--- src/rtl/lane_accum_if.sv ---
// Lane-parallel operand/result stream bundle for lane_accum_adder.
// The slave modport is the adder side; the master modport is the producer/consumer side.
interface lane_accum_if #(
    parameter int unsigned DATA_WIDTH = 8,
    parameter int unsigned ACC_WIDTH  = 20,
    parameter int unsigned LANES      = 4
);
    logic                        in_valid;
    logic                        in_ready;
    logic [LANES*DATA_WIDTH-1:0] a;
    logic [LANES*DATA_WIDTH-1:0] b;
    logic                        out_valid;
    logic                        out_ready;
    logic [LANES*ACC_WIDTH-1:0]  result;
    logic                        out_last;
    logic [LANES-1:0]            sat_flag;

    modport slave (
        input  in_valid, a, b, out_ready,
        output in_ready, out_valid, result, out_last, sat_flag
    );

    modport master (
        output in_valid, a, b, out_ready,
        input  in_ready, out_valid, result, out_last, sat_flag
    );
endinterface

--- src/rtl/lane_accum_adder.sv ---
// Lane-parallel signed adder: elementwise A+B (or bypass of A), or per-lane accumulation of A
// over ACC_LEN beats. Define LANE_ACCUM_ADDER_SAT_EN for saturating sums and per-lane sat_flag.
module lane_accum_adder #(
    parameter int unsigned DATA_WIDTH = 8,
    parameter int unsigned ACC_WIDTH  = 20,
    parameter int unsigned LANES      = 4,
    parameter int unsigned ACC_LEN    = 16
) (
    input  logic        clk,
    input  logic        rst,
    input  logic        clk_en,
    input  logic        adder_en,
    input  logic        mode,
    lane_accum_if.slave bus
);
    localparam int unsigned          CNT_WIDTH = $clog2(ACC_LEN) + 1;
    localparam logic [CNT_WIDTH-1:0] CntLast   = CNT_WIDTH'(ACC_LEN);

    typedef enum logic [1:0] {StIdle, StAccum, StEmit} state_e;
    typedef logic [LANES-1:0][ACC_WIDTH-1:0] lanes_t;

    state_e               state_q, state_d;
    logic [CNT_WIDTH-1:0] cnt_q, cnt_d, cnt_inc;
    lanes_t               acc_q, acc_d;
    lanes_t               result_q, result_d;
    logic                 out_valid_q, out_valid_d;
    logic                 out_last_q, out_last_d;

    lanes_t a_ext, b_ext, ew_sum, acc_sum;
    logic   in_ready, accept, xfer, ew_beat, acc_beat, finish;

    function automatic logic [ACC_WIDTH-1:0] sext(input logic [DATA_WIDTH-1:0] x);
        return {{(ACC_WIDTH-DATA_WIDTH){x[DATA_WIDTH-1]}}, x};
    endfunction

`ifdef LANE_ACCUM_ADDER_SAT_EN
    logic [LANES-1:0] ew_ovf, acc_ovf;
    logic [LANES-1:0] sat_q, sat_d, sat_acc_q, sat_acc_d;

    // Returns {saturated, sum}; the extra sum bit carries the true sign on overflow.
    function automatic logic [ACC_WIDTH:0] add_sat(input logic [ACC_WIDTH-1:0] x,
                                                   input logic [ACC_WIDTH-1:0] y);
        logic [ACC_WIDTH:0] wide;
        wide = {x[ACC_WIDTH-1], x} + {y[ACC_WIDTH-1], y};
        if (wide[ACC_WIDTH] != wide[ACC_WIDTH-1]) begin
            return {1'b1, wide[ACC_WIDTH], {(ACC_WIDTH-1){~wide[ACC_WIDTH]}}};
        end
        return {1'b0, wide[ACC_WIDTH-1:0]};
    endfunction
`endif

    always_comb begin
        for (int i = 0; i < LANES; i++) begin
            a_ext[i] = sext(bus.a[i*DATA_WIDTH +: DATA_WIDTH]);
            b_ext[i] = adder_en ? sext(bus.b[i*DATA_WIDTH +: DATA_WIDTH]) : '0;
`ifdef LANE_ACCUM_ADDER_SAT_EN
            {ew_ovf[i], ew_sum[i]}   = add_sat(a_ext[i], b_ext[i]);
            {acc_ovf[i], acc_sum[i]} = add_sat(acc_q[i], a_ext[i]);
`else
            ew_sum[i]  = a_ext[i] + b_ext[i];
            acc_sum[i] = acc_q[i] + a_ext[i];
`endif
        end
    end

    always_comb begin
        state_d     = state_q;
        cnt_d       = cnt_q;
        acc_d       = acc_q;
        result_d    = result_q;
        out_valid_d = out_valid_q;
        out_last_d  = out_last_q;

        in_ready = !rst && clk_en && (!out_valid_q || bus.out_ready) && (state_q != StEmit);
        accept   = bus.in_valid && in_ready;
        xfer     = out_valid_q && bus.out_ready;
        ew_beat  = accept && (state_q == StIdle) && !(mode && adder_en);
        acc_beat = accept && !ew_beat;
        // acc and cnt are zero in StIdle, so the first beat needs no special casing.
        cnt_inc  = cnt_q + 1'b1;
        finish   = acc_beat && (cnt_inc == CntLast);

        if (xfer) begin
            out_valid_d = 1'b0;
        end
        if (ew_beat) begin
            result_d    = ew_sum;
            out_valid_d = 1'b1;
            out_last_d  = 1'b1;
        end
        if (acc_beat) begin
            acc_d = acc_sum;
            cnt_d = cnt_inc;
        end
        if (finish) begin
            result_d    = acc_sum;
            out_valid_d = 1'b1;
            out_last_d  = 1'b1;
            acc_d       = '0;
            cnt_d       = '0;
        end

        unique case (state_q)
            StIdle, StAccum: begin
                if (acc_beat) begin
                    state_d = finish ? StEmit : StAccum;
                end
            end
            StEmit: begin
                if (xfer) begin
                    state_d = StIdle;
                end
            end
            default: state_d = StIdle;
        endcase
    end

    always_ff @(posedge clk) begin
        if (rst) begin
            state_q     <= StIdle;
            cnt_q       <= '0;
            acc_q       <= '0;
            result_q    <= '0;
            out_valid_q <= 1'b0;
            out_last_q  <= 1'b0;
        end else if (clk_en) begin
            state_q     <= state_d;
            cnt_q       <= cnt_d;
            acc_q       <= acc_d;
            result_q    <= result_d;
            out_valid_q <= out_valid_d;
            out_last_q  <= out_last_d;
        end
    end

`ifdef LANE_ACCUM_ADDER_SAT_EN
    // sat_acc collects saturation across the beats of one accumulation.
    always_comb begin
        sat_d     = sat_q;
        sat_acc_d = sat_acc_q;
        if (acc_beat) begin
            sat_acc_d = sat_acc_q | acc_ovf;
        end
        if (ew_beat) begin
            sat_d = ew_ovf;
        end
        if (finish) begin
            sat_d     = sat_acc_q | acc_ovf;
            sat_acc_d = '0;
        end
    end

    always_ff @(posedge clk) begin
        if (rst) begin
            sat_q     <= '0;
            sat_acc_q <= '0;
        end else if (clk_en) begin
            sat_q     <= sat_d;
            sat_acc_q <= sat_acc_d;
        end
    end

    assign bus.sat_flag = sat_q;
`else
    assign bus.sat_flag = '0;
`endif

    assign bus.in_ready  = in_ready;
    assign bus.out_valid = out_valid_q;
    assign bus.result    = result_q;
    assign bus.out_last  = out_last_q;
endmodule
--- src/flat_wrapper.sv ---
// flat-port wrapper written by rule: the top's interface ports become plain ports
module lane_accum_adder_flat 
#(
    parameter int unsigned DATA_WIDTH = 8,
    parameter int unsigned ACC_WIDTH  = 20,
    parameter int unsigned LANES      = 4,
    parameter int unsigned ACC_LEN    = 16
)
  (clk, rst, clk_en, adder_en, mode, bus_in_valid, bus_a, bus_b, bus_out_ready, bus_in_ready, bus_out_valid, bus_result, bus_out_last, bus_sat_flag);
  lane_accum_if #(.DATA_WIDTH(DATA_WIDTH), .ACC_WIDTH(ACC_WIDTH), .LANES(LANES)) bus_i ();
  input  logic clk;
  input  logic rst;
  input  logic clk_en;
  input  logic adder_en;
  input  logic mode;
  input wire logic [$bits(bus_i.in_valid)-1:0] bus_in_valid;
  input wire logic [$bits(bus_i.a)-1:0] bus_a;
  input wire logic [$bits(bus_i.b)-1:0] bus_b;
  input wire logic [$bits(bus_i.out_ready)-1:0] bus_out_ready;
  output wire logic [$bits(bus_i.in_ready)-1:0] bus_in_ready;
  output wire logic [$bits(bus_i.out_valid)-1:0] bus_out_valid;
  output wire logic [$bits(bus_i.result)-1:0] bus_result;
  output wire logic [$bits(bus_i.out_last)-1:0] bus_out_last;
  output wire logic [$bits(bus_i.sat_flag)-1:0] bus_sat_flag;
  assign bus_i.in_valid = bus_in_valid;
  assign bus_i.a = bus_a;
  assign bus_i.b = bus_b;
  assign bus_i.out_ready = bus_out_ready;
  assign bus_in_ready = bus_i.in_ready;
  assign bus_out_valid = bus_i.out_valid;
  assign bus_result = bus_i.result;
  assign bus_out_last = bus_i.out_last;
  assign bus_sat_flag = bus_i.sat_flag;
  lane_accum_adder #(.DATA_WIDTH(DATA_WIDTH), .ACC_WIDTH(ACC_WIDTH), .LANES(LANES), .ACC_LEN(ACC_LEN)) u_core (.clk(clk), .rst(rst), .clk_en(clk_en), .adder_en(adder_en), .mode(mode), .bus(bus_i));
endmodule
--- config.mk ---
export PLATFORM = sky130hd
export DESIGN_NAME = lane_accum_adder_flat
export DESIGN_NICKNAME = d
export VERILOG_FILES = /design/src/rtl/lane_accum_if.sv /design/src/rtl/lane_accum_adder.sv /design/src/flat_wrapper.sv
export SDC_FILE = /design/constraint.sdc
export NUM_CORES = 1
export LEC_CHECK = 0
export BUFFER_PORTS_ARGS = -buffer_cell sky130_fd_sc_hd__buf_4
export CAP_MARGIN = 0
export CORE_ASPECT_RATIO = 0.6
export CORE_MARGIN = 4
export CORE_UTILIZATION = 59
export CTS_CLUSTER_DIAMETER = 40
export DETAILED_ROUTE_END_ITERATION = 12
export PLACE_DENSITY = 0.81
export SETUP_SLACK_MARGIN = 0.1
export SLEW_MARGIN = 25
export SYNTH_ARGS = -nofsm -noshare
export SYNTH_HDL_FRONTEND = slang
export SYNTH_SLANG_ARGS = --single-unit
--- constraint.sdc ---
create_clock -name clk -period 3.55 [get_ports clk]
set_input_delay 0.355 -clock clk [delete_from_list [all_inputs] [get_ports clk]]
set_output_delay 0.355 -clock clk [all_outputs]
set_load 0.005 [all_outputs]
==> results of run 1 <==
-- per-layer routing --
layer,GRT usage,wire (um),vias to the layer above
li1,-,-,5583
met1,0.4737,17130,5552
met2,0.4453,14800,551
met3,0.06671,3301,49
met4,0.07302,590,0
met5,0,0,-
-- cell usage in the layout, fill, tap and decap left out, drive strengths merged, types with 39 or more instances in the layout --
cell type	Yosys	routed
buf	26	182
a21oi	128	128
o21ai	83	83
dfxtp	169	169
nor3	40	40
xnor2	53	53
a21o	39	39
inv	50	50
nor2	156	156
nand2	148	148
ha	109	109
-- synth_stat cells (5+ instances only) --
master    count  area, sq um
o21a_1       20        150.1
and2_1       36        225.2
fa_1         24        480.5
and4_1        5        43.79
inv_1        50        187.7
dfxtp_1     169         3383
xnor2_1      53        464.2
o21bai_1     18        135.1
nor4_1        6        37.54
o211ai_1      8        60.06
a31oi_1      15        93.84
a22o_1       17        148.9
nand2_1     147        551.8
a21oi_1     125        625.6
ha_1        109         1364
a221oi_1      6        52.55
nor2_1      154        578.1
a311oi_1     16        140.1
clkbuf_1     54        202.7
xor2_1       30        262.8
buf_2        17        85.08
nor3_1       39        195.2
o21ai_0      78        390.4
a22oi_1      35        262.8
buf_4         5        37.54
nand3_1      29        145.1
or3_1        11        68.82
and3_1        6        37.54
nor2b_1      12        75.07
a21o_1       39        292.8
a211oi_1     28        210.2
nand2b_1     13        81.33
nand4_1       5        31.28
-- worst max-delay path: cells and delay by family --
family                   cells  cell delay [ps]
AND/OR/NAND/NOR              5              770
AO/OA/AOI/OAI                5              930
adder cells (fa/ha/maj)      3             1090
buffers and inverters        1              230
-- worst min path at each step --
| stage | endpoint | slack, ps | depth (start not counted) |
|---|---|---|---|
| 4_1_cts | u_core.bus.out_valid$_SDFFE_PP0P_ | 200 | 4 |
| 3_3_place_gp | u_core.bus.result[71]$_SDFFE_PP0P_ | 440 | 2 |
| 5_1_grt | u_core.bus.out_valid$_SDFFE_PP0P_ | 240 | 4 |
| 6_report | u_core.bus.out_valid$_SDFFE_PP0P_ | 210 | 4 |
| 3_5_place_dp | u_core.bus.result[59]$_SDFFE_PP0P_ | 440 | 2 |
| 2_1_floorplan | u_core.acc_q[12]$_SDFFE_PP0P_ | 430 | 2 |
-- kinds of logic after synthesis --
| logic type | share of synthesized area |
|---|---|
| AND/OR/NAND/NOR | 0.1867 |
| buffers and inverters | 0.04474 |
| adder cells (fa/ha/maj) | 0.1530 |
| other | 0.0003111 |
| AO/OA/AOI/OAI | 0.2677 |
| XOR/XNOR | 0.06592 |
| flip-flops | 0.2807 |
| multiplexers | 0.0009342 |
-- stage by stage --
stage            util  instance area (sq um)  power, W
3_3_place_gp   0.6735                  13480  0.002994
5_1_grt        0.7033                  14080  0.005088
4_1_cts        0.7032                  14080  0.004893
2_1_floorplan       -                  12060  0.002676
6_report       0.7033                  14080  0.004905
3_5_place_dp   0.6738                  13490  0.003022
-- power by group through the flow --
stage / logic, W / registers [W] / clock network [W]
floorplan: 0.000636 / 0.00204 / 0
global placement: 0.000949 / 0.00205 / 0
detailed placement: 0.000976 / 0.00205 / 0
CTS: 0.000987 / 0.00200 / 0.00190
global route: 0.00110 / 0.00201 / 0.00197
finish: 0.00100 / 0.00201 / 0.00190
-- cell type report --
| cell class | instances | share of cell area |
|---|---|---|
| multi-input cells | 1182 | 0.5810 |
| flip-flops and latches | 169 | 0.2403 |
| repair buffers | 182 | 0.09882 |
| clock buffers | 26 | 0.03759 |
| well taps | 273 | 0.02426 |
| inverters | 51 | 0.01360 |
| clock inverters | 6 | 0.004266 |
| diodes | 1 | 0.0001777 |
-- registers in the layout, indices dropped and copies added (netlist names) --
register,flops
u_core.acc_q,80
u_core.bus.out_last,1
u_core.cnt_q,5
u_core.bus.out_valid,1
u_core.bus.result,80
u_core.state_q,2
==> impl_metrics.yaml, run 1 <==
timing:
  worst_slack_ps: 495.4
  fin_hold_ws_ps: 208.5
  fmax_ghz: 0.3274
  setup_violations: 0
  drv_slew: 0
  worstMarginPinSlew_ps: 969.5
  finalHoldViolCount: 0
  skew_ps: 11.48
  min_period_over_period: 0.8605
  slew_headroom: 0.3469
  min_period_ps: 3055
  rsz0062_at_grt: "no"
  timing.setup.tns_ps: 0
critical_path:
  reg2reg_slack_ps: 550
  cp-startpoint: "adder_en"
  path_class: "input port to register"
  crit_fanout: 33
  arrival_ps: 3400
  reg2reg_to: "u_core.bus.result[36]$_SDFFE_PP0P_"
  crit_path_end: "u_core.bus.result[28]$_SDFFE_PP0P_"
  slowest_delay_ps: 470
  ff2ff_path_depth: 11
  rr_startpoint: "u_core.acc_q[20]$_SDFFE_PP0P_"
  cp-start-kind: "input port"
  cp_slowest_cell: "fa_1"
  critPathCaptureType: "register"
  required_ps: 3900
  path_cells: "buf_4, and2_1, ha_1, fa_1, a21o_1, a21oi_1, nor2b_1, o31a_1, o21a_1, nor2_1, fa_1, nor2_1, a211oi_1, nor3_1"
die:
  io_pins: 158
  die_w_um: 192.5
  die_area_sq_mm: 0.02285
  start_util: 0.6021
  core_sq_mm: 0.02002
  fp.dieH_um: 118.7
  rows: 40
clock_network:
  clockBufferDepth: 2
  hold_buffers: 0
  htreeDepth: 4
  tritoncts.num_buffers: 17
  tritoncts_num_sinks: 169
  clk_pin_slew_ps: 60
  clock_latency_ps: 440
  cts-root-buf: "clkbuf_16"
  postCtsSetupRepairBufs: 0
  ctsResizeCount: 0
  cts_tree: "done"
cells_and_area:
  layout-drive-gt1-share: 0.1510
  nets: 1807
  multi_input_area_sq_mm: 0.008180
  fin_cells: 1890
  fill_cells: 1631
  syn_to_final_growth_pct: 16.82
  regArea_sq_mm: 0.003383
synth:
  synth_seq_cells: 169
  synthesis.area_sq_mm: 0.01205
  ys_seq_area_frac: 0.2807
  avgSynthCellArea_sq_um: 8.149
  syn_inst: 1479
  synth-main-ff-cell: "dfxtp_1"
  yosys_warnings: 0
  synth_edf_count: 0
  synth_cell_type_count: 85
  async_reset_ff_frac: 0
hold_path:
  hold_start: "bus_out_ready"
  hp-class: "input port to register"
pwr:
  switchingPower_w: 0.001419
  p_int_w: 0.003485
  p_leak_nw: 6.190
  seqPwrFrac: 0.409
  p_clk_frac: 0.386
  power_density_mw_per_mm2: 348.4
  switching_share: 0.2894
  pwr-share-comb: 0.205
  vdd_drop_max_mv: 0.3970
detailed_routing:
  wirelength_mm: 35.82
  route.detailed.drc: 0
  ant_nets: 0
  vias_per_cell: 6.209
  vias: 11740
  drt_iter0_markers: 1242
  drt-wirelength-per-cell_um: 18.95
  dr.pass1.iters: 5
global_routing:
  gr-total-overflow: 0
  grt_max_degree: 62
  grt_usage: 0.3107
  antenna_found_initial: 1
  grt_pass1_wl_mm: 57.33
  grt_pass1_vias: 10890
placement:
  dp_hpwl_mm: 26.03
  pre_cts_slack_ps: 190.0
  numPortBuffers: 153
  dp.cells: 1857
  gp_congestion: 0.9386
job:
  drv_cap: 0
status:
  outcome: "complete, no violations"
Note: power is estimated with default switching activity, not from simulation.
==> run 2: changes to the inputs <==
CORE_UTILIZATION = 60   (was 59)
PLACE_DENSITY = 0.82   (was 0.81)
clock period = 3.9 ns   (was 3.55 ns; I/O delays follow)
==> impl_metrics.yaml, run 2 (synthesized netlist as in run 1, its figures left out) <==
status:
  outcome: "complete, no violations"
timing:
  min_period_ps: 3132
  fmax_ghz: 0.3193
  skew_ps: 11.43
  fin_hold_ws_ps: 255.0
  rsz0062_at_grt: "no"
  timing.setup.tns_ps: 0
  finalHoldViolCount: 0
  worstMarginPinSlew_ps: 1027
  slew_headroom: 0.3081
  drv_slew: 0
  min_period_over_period: 0.8031
  setup_violations: 0
cells_and_area:
  layout-drive-gt1-share: 0.1501
  fill_cells: 1511
  regArea_sq_mm: 0.003383
  layout_common_cells: "buf_4 (176), dfxtp_1 (169), nor2_1 (153)"
  fin_cells: 1879
  fin_util: 0.7314
  nets: 1803
  final_area_sq_mm: 0.01417
  syn_to_final_growth_pct: 17.56
  multi_input_area_sq_mm: 0.008175
  layout_commonest_cell: "buf_4"
critical_path:
  reg2reg_slack_ps: 830
  cp-start-kind: "input port"
  required_ps: 4260
  path_class: "input port to register"
  critPathCaptureType: "register"
  crit_fanout: 33
  arrival_ps: 3490
detailed_routing:
  vias_per_cell: 6.269
  route.detailed.drc: 0
  ant_nets: 0
  vias: 11780
  wirelength_mm: 36.05
  drt_iter0_markers: 1268
  dr.pass1.iters: 6
  drt-wirelength-per-cell_um: 19.19
clock_network:
  hold_buffers: 0
  cts_tree: "done"
  htreeDepth: 4
  clockBufferDepth: 2
  tritoncts_num_sinks: 169
  clk_pin_slew_ps: 70
  cts-root-buf: "clkbuf_16"
  ctsResizeCount: 0
  clock_latency_ps: 440
  tritoncts.num_buffers: 17
  postCtsSetupRepairBufs: 0
placement:
  postPlaceCellArea_sq_mm: 0.01344
  dp.cells: 1846
  dp_hpwl_mm: 26.20
  gp_congestion: 0.9502
  numPortBuffers: 153
global_routing:
  grt_pass1_vias: 11140
  grt_usage: 0.3119
  gr-total-overflow: 0
  antenna_found_initial: 2
  grt_max_degree: 65
  grt_pass1_wl_mm: 57.50
die:
  fp.dieH_um: 117.8
  io_pins: 158
  core_sq_mm: 0.01937
  start_util: 0.6222
  rows: 39
  die_w_um: 191.0
  die_area_sq_mm: 0.02249
pwr:
  vdd_drop_max_mv: 0.3075
  switching_share: 0.2687
  p_clk_frac: 0.435
  pwr-share-comb: 0.188
  p_leak_nw: 6.237
  seqPwrFrac: 0.377
  power_density_mw_per_mm2: 341.6
  switchingPower_w: 0.001301
  p_int_w: 0.003540
job:
  drv_cap: 0
hold_path:
  hp-class: "input port to register"
run 2: worst max-delay path, cell delays in order:
cell,delay [ps]
buf_4,230
and2_1,200
ha_1,220
fa_1,420
a21o_1,170
a21oi_1,250
o21bai_1,90
a21oi_1,220
nor2_1,110
o21a_1,170
nor2_1,200
fa_1,460
nor2_1,120
a211oi_1,60
nor3_1,170
run 2: layout make-up:
type,count,area share
timing repair buffer,178,0.09607
clock inverter,12,0.01881
clock buffer,20,0.03223
tap,266,0.02349
inverter,51,0.01351
multi-input combinational,1182,0.5770
sequential,169,0.2388
antenna,1,0.0001766
run 2: layer usage:
metal  wire length (um)  vias to the layer above  GRT usage
met1              16880                     5626     0.4625
met3               3484                       47    0.07558
met2              15170                      538     0.4563
met4                504                        2    0.07534
li1                   -                     5566          -
met5                 13                        -          0
run 2: final timing paths:
path	from	to	depth (start not counted)
worst max-delay path	adder_en	u_core.bus.result[48]$_SDFFE_PP0P_	15
worst min-delay path	bus_out_ready	u_core.bus.out_valid$_SDFFE_PP0P_	4
worst max register to register	u_core.acc_q[0]$_SDFFE_PP0P_	u_core.bus.result[12]$_SDFFE_PP0P_	11
worst min register to register	u_core.bus.result[72]$_SDFFE_PP0P_	u_core.bus.result[72]$_SDFFE_PP0P_	1
run 2: power by group through the flow:
stage                     Sequential [W]  Clock, W  Combinational (W)
after floorplan                  0.00186         0           0.000579
after global placement           0.00186         0           0.000861
after detailed placement         0.00186         0           0.000886
after CTS                        0.00183   0.00210           0.000895
after global routing             0.00183   0.00218           0.000999
final                            0.00183   0.00210           0.000910
run 2: stage by stage:
stage,power (W),setup slack [ps]
after floorplan,0.002436,871.3
after global placement,0.002723,536.4
after detailed placement,0.002749,367.5
after CTS,0.004823,798.2
after global routing,0.005010,563.0
final,0.004841,768.0
